<file path="src/rtl/not_chk_pkg.sv">
// Shared definitions for the NOT-gate checker: state encoding, default parameters
// and the settle timer width.
package not_chk_pkg;

  typedef enum logic [2:0] {
    S_IDLE    = 3'd0,
    S_ARMED   = 3'd1,
    S_SETTLE  = 3'd2,
    S_COMPARE = 3'd3,
    S_DONE    = 3'd4
  } chk_state_e;

  localparam int unsigned DEF_SETTLE_CYC = 2;
  localparam int unsigned DEF_CNT_W      = 8;
  // Wide enough for the largest legal settle time (15).
  localparam int unsigned TMR_W          = 4;

endpackage

</file>
<file path="src/rtl/chk_settle_timer.sv">
// Settle countdown: load at vector accept, count down while settling,
// expire on the final settle cycle.
module chk_settle_timer
  import not_chk_pkg::*;
#(
  parameter int unsigned SETTLE_CYC = DEF_SETTLE_CYC
) (
  input  logic clk,
  input  logic rst_n,
  input  logic load,
  input  logic count,
  output logic expire
);

  // Loading SETTLE_CYC-1 makes expire fire in the SETTLE_CYC-th settle cycle.
  localparam logic [TMR_W-1:0] LOAD_VAL = TMR_W'(SETTLE_CYC - 1);

  logic [TMR_W-1:0] cnt;

  always_ff @(posedge clk or negedge rst_n) begin
    if (!rst_n)                     cnt <= '0;
    else if (load)                  cnt <= LOAD_VAL;
    else if (count && cnt != '0)    cnt <= cnt - 1'b1;
  end

  assign expire = count && (cnt == '0);

endmodule

</file>
<file path="config.mk">
export PLATFORM = sky130hd
export DESIGN_NAME = chk_settle_timer
export DESIGN_NICKNAME = d
export VERILOG_FILES = /design/src/rtl/not_chk_pkg.sv /design/src/rtl/chk_settle_timer.sv
export SDC_FILE = /design/constraint.sdc
export NUM_CORES = 1
export LEC_CHECK = 0
export ABC_AREA = 0
export CAP_MARGIN = 20
export CORE_AREA = 5 5 42 44
export DETAILED_ROUTE_END_ITERATION = 10
export DIE_AREA = 0 0 47 49
export SYNTH_ARGS = -nofsm -noshare
export SYNTH_HDL_FRONTEND = slang
export SYNTH_SLANG_ARGS = --single-unit
</file>
<file path="constraint.sdc">
create_clock -name clk -period 4.11 [get_ports clk]
set_input_delay 0.411 -clock clk [delete_from_list [all_inputs] [get_ports clk]]
set_output_delay 0.411 -clock clk [all_outputs]
set_load 0.05 [all_outputs]
</file>
Yosys cells after proc, flatten, opt, wreduce, memory -nomap -nowiden
Index checks and enable logic that the tools add are counted.

Add/subtract/negate cells: 1. Multipliers: 0. Div/mod/pow operators: 0. Order comparisons: 0. Eq/ne operators: 0. Shift operators: 0. Mux-type cells: 2. Bitwise gates (word level): 0. Reductions and logical operators: 5.

Operators by type and width (count): $mux W4 (2); $logic_not A4 Y1 (1); $reduce_bool A4 Y1 (1); $sub A4 B1 Y4 const B (1); $logic_and A1 B1 Y1 (2); $reduce_bool A2 Y1 (1).

Register bits after elaboration: 4. Bits in latches: 0. Bits in writable memories: 0. Bits in read-only memories: 0. Input bits: 4. Memories kept: 0.

Longest topological paths before layout
Word-level depth: 4. Depth in mapped cells: 5. Mapped depth without buffers: 5.

Least setup slack after synthesis
OpenSTA, ideal clock, no wires.

Kind: register to output. Start: reg cnt[0]. End: out expire. Arrival time: 1.907 ns. Required time: 3.699 ns. Slack: 1.792 ns. Stages on the path, launching flop included: 5. Buffers on the path: 0. Cells stage by stage: dfrtp_1 -> inv_1 -> ha_1 -> nand2b_4 -> nor3b_1.

Cells in the longest elaborated chain, start to end: 2.

Ends and longest elaborated chain: start: declaration (line chk_settle_timer.sv:18) `logic [TMR_W-1:0] cnt;`; start signal: assignment (line chk_settle_timer.sv:23) `else if (count && cnt != '0) cnt <= cnt - 1'b1;`; $logic_not A4 Y1 (line chk_settle_timer.sv:26) `assign expire = count && (cnt == '0);`; $logic_and A1 B1 Y1 (line chk_settle_timer.sv:26); end: declaration (line chk_settle_timer.sv:12) `output logic expire`.

No other way between the ends.

Worst setup path in the final report
Same ends and word-level chain as after synthesis.

==> run_results.csv <==
group,metric,value,unit
clock_tree,hold_buffers,0,
logic_synthesis,syn_area_per_cell,10.4,um2
die,coreArea,1400,um2
die,initial_utilization,18.5,%
die,io_pins,5,
route,drc,0,
worst_setup_path,cp.arrival,2.05,ns
layout,top_register,"cnt",
layout,n_antenna_cell,0,
route,wire_per_inst,9.42,um
route,antenna_left,0,
timing,setup_viol,0,
logic_synthesis,synth-simple-area-share,29.0,%
timing,max-slew-margin-rel,67.1,%
worst_setup_path,critPathCaptureType,"output port",
die,die_w,47,um
logic_synthesis,synth_fa_ha_area_share,9.66,%
grt,grt_usage,4.52,%
grt,antenna_found_initial,0,
logic_synthesis,ys_warn_count,0,
route,viasPerCell,3.94,
timing,period_minus_slack,2.46,ns
timing,hold_viol,0,
placement,dp_hpwl,359,um
layout,reg_top3,"cnt (4)",
grt,grt_max_degree,7,
power,p_int,95.1,uW
layout,largest_reg_flops,4,
power,peakVddDrop,82.7,uV
logic_synthesis,seq_area_frac_synth,38.6,%
logic_synthesis,synth_top_family_by_area,"simple AND/OR/NAND/NOR gates",
worst_setup_path,critPathTopFamily,"buffers and inverters",
grt,grt_pass1_wl,669,um
route,routed_wl,452,um
power,power.leakage,0.000145,uW
placement,gp_congestion,0.657,
die,dieArea,2300,um2
worst_setup_path,crit_path_cell_trace,"inv_1, ha_1, nand2b_4, nor3b_1, clkdlybuf4s50_1",
power,clkPwrFrac,36.3,%
timing,fin_setup_tns,0,ns
route,dr_total_vias,189,
logic_synthesis,synthXorXnorAreaFrac,0,%
timing,worst_pin_slew,0.491,ns
worst_setup_path,start_kind,"register",
clock_tree,clk_pin_slew,0.04,ns
worst_setup_path,cp.depth,5,
worst_setup_path,worst_path_largest_cell_delay,0.83,ns
logic_synthesis,synth_seq_cells,4,
clock_tree,ctsResizeCount,0,
worst_setup_path,worst_path_max_delay_cell,"clkdlybuf4s50_1",
power,powerDensity,391,nW/um2
power,swShare,28.8,%
worst_setup_path,path_buf_inv,2,
grt,grt_pass1_vias,164,
run,maxCapViolCount,0,
logic_synthesis,synth-compound-area-share,6.28,%
grt,use_met2,4.75,%
clock_tree,cts_max_level,1,
clock_tree,cts-root-buf,"clkbuf_4",
logic_synthesis,synth_cell_types,13,
timing,post-route-period-util,59.8,%
power,power_switching,38.4,uW
logic_synthesis,muxShareOfSynthArea,13.5,%
clock_tree,post-cts-setup-buffer-count,0,
timing,skew,0.00411,ns
logic_synthesis,synthCells,25,
clock_tree,clock-sinks,4,
worst_setup_path,critical_path_class,"reg -> out",
layout,syn_to_final_growth,31.9,%
power,combPwrFrac,27.7,%
clock_tree,clk_latency,0.23,ns
worst_setup_path,required,3.70,ns
clock_tree,cts.path.max_buffers,2,
placement,io_buffers,4,
timing,rsz0062_at_grt,"no",
timing,fmax,0.407,GHz
grt,use_met3,2.21,%
route,drt-pass1-iter-count,2,
worst_setup_path,path_max_fanout,3,
timing,whs,0.391,ns
layout,nets,40,
status,outcome,"completed",
timing,slew_violations,0,
clock_tree,cts_tree,"yes",
die,rows,14,
layout,fillers,158,
grt,grt_use_met1,5.53,%
hold_path,min_path_type,"in -> async",
logic_synthesis,syn_nets,31,
die,fp.dieH,49,um
grt,top_usage_layer,"met1",
power,seqPwrFrac,36.1,%
grt,grt-ovfl-total,0,
logic_synthesis,syn_area,259,um2
worst_setup_path,rr_worst_depth,5,
power,p_total,133,uW
route,drt_iter0_markers,2,
clock_tree,cts_made_buffers,3,
layout,layout-drive-gt1-share,21.9,%
[power by group through the flow]
stage               logic [uW]  registers [uW]  clock network, uW
finish                    36.9            48.1               48.4
global route              40.8            48.9               51.7
CTS                       37.4            48.2               50.7
detailed placement        37.2            48.7                  0
global placement          36.9            48.7                  0
floorplan                 27.5            48.0                  0
[per-layer routing]
metal | vias to the layer above | share of wire (%)
met5 | - | 0
li1 | 98 | -
met4 | 0 | 1.1
met2 | 4 | 42
met1 | 85 | 50
met3 | 2 | 6.2
[layout make-up]
| class | count | area (um2) | area share, % |
|---|---|---|---|
| Multi-Input combinational cell | 19 | 151 | 44.3 |
| Sequential cell | 4 | 100 | 29.3 |
| Timing Repair Buffer | 4 | 40.0 | 11.7 |
| Clock buffer | 3 | 22.5 | 6.59 |
| Tap cell | 16 | 20.0 | 5.86 |
| Inverter | 2 | 7.51 | 2.20 |
[logic make-up after synthesis]
logic type                 Yosys count
DFF                                  4
adders and majority gates            2
muxes                                3
AOI/OAI and AO/OA                    2
buffers and inverters                2
and+or+nand+nor                     12
[placed cells by master (no fill, tap or decap), drive strengths merged]
cell type      n
a21oi          1
clkbuf         3
clkdlybuf4s50  4
dfrtp          4
ha             2
inv            2
mux2           1
mux2i          2
nand2          2
nand2b         1
nor2           6
nor3b          1
nor4b          1
o21a           1
or3b           1
[Yosys cell counts]
cell / n / area share, %
mux2_4: 1 / 5.8
ha_1: 2 / 9.7
nand2_1: 2 / 2.9
nand2b_4: 1 / 5.3
nor2_1: 6 / 8.7
o21a_1: 1 / 2.9
a21oi_2: 1 / 3.4
dfrtp_1: 4 / 39
nor3b_1: 1 / 2.9
mux2i_1: 2 / 7.7
or3b_1: 1 / 3.4
nor4b_2: 1 / 5.8
inv_1: 2 / 2.9
[worst reg2reg max path: cells and delay by family, from the launching register on]
family                   cells  cell delay (ns)
AND/OR/NAND/NOR              1             0.07
adder cells (fa/ha/maj)      1             0.23
multiplexers                 1             0.30
flip-flops                   1             0.39
buffers and inverters        1             0.10
AO/OA/AOI/OAI                1             0.21
[path summary, 6_finish.rpt]
| kind | startpoint | endpoint | slack, ns |
|---|---|---|---|
| worst min register to register | cnt[3] | cnt[3] | 0.55 |
| worst max register to register | cnt[0] | cnt[1] | 2.70 |
| worst max-delay path | cnt[0] | expire | 1.65 |
| max in group asynchronous | rst_n | cnt[2] | 3.53 |
| worst min-delay path | rst_n | cnt[0] | 0.39 |
| min in group clk | cnt[3] | cnt[3] | 0.55 |
[metrics by stage]
stage	cells	area, um2	setup WS [ns]	util, %
2_1_floorplan	25	259	1.79	-
3_3_place_gp	45	319	1.79	22.8
3_5_place_dp	45	319	1.78	22.8
4_1_cts	48	342	1.64	24.4
5_1_grt	48	342	1.51	24.4
6_report	48	342	1.65	24.4
(Power assumes the default switching activity.)
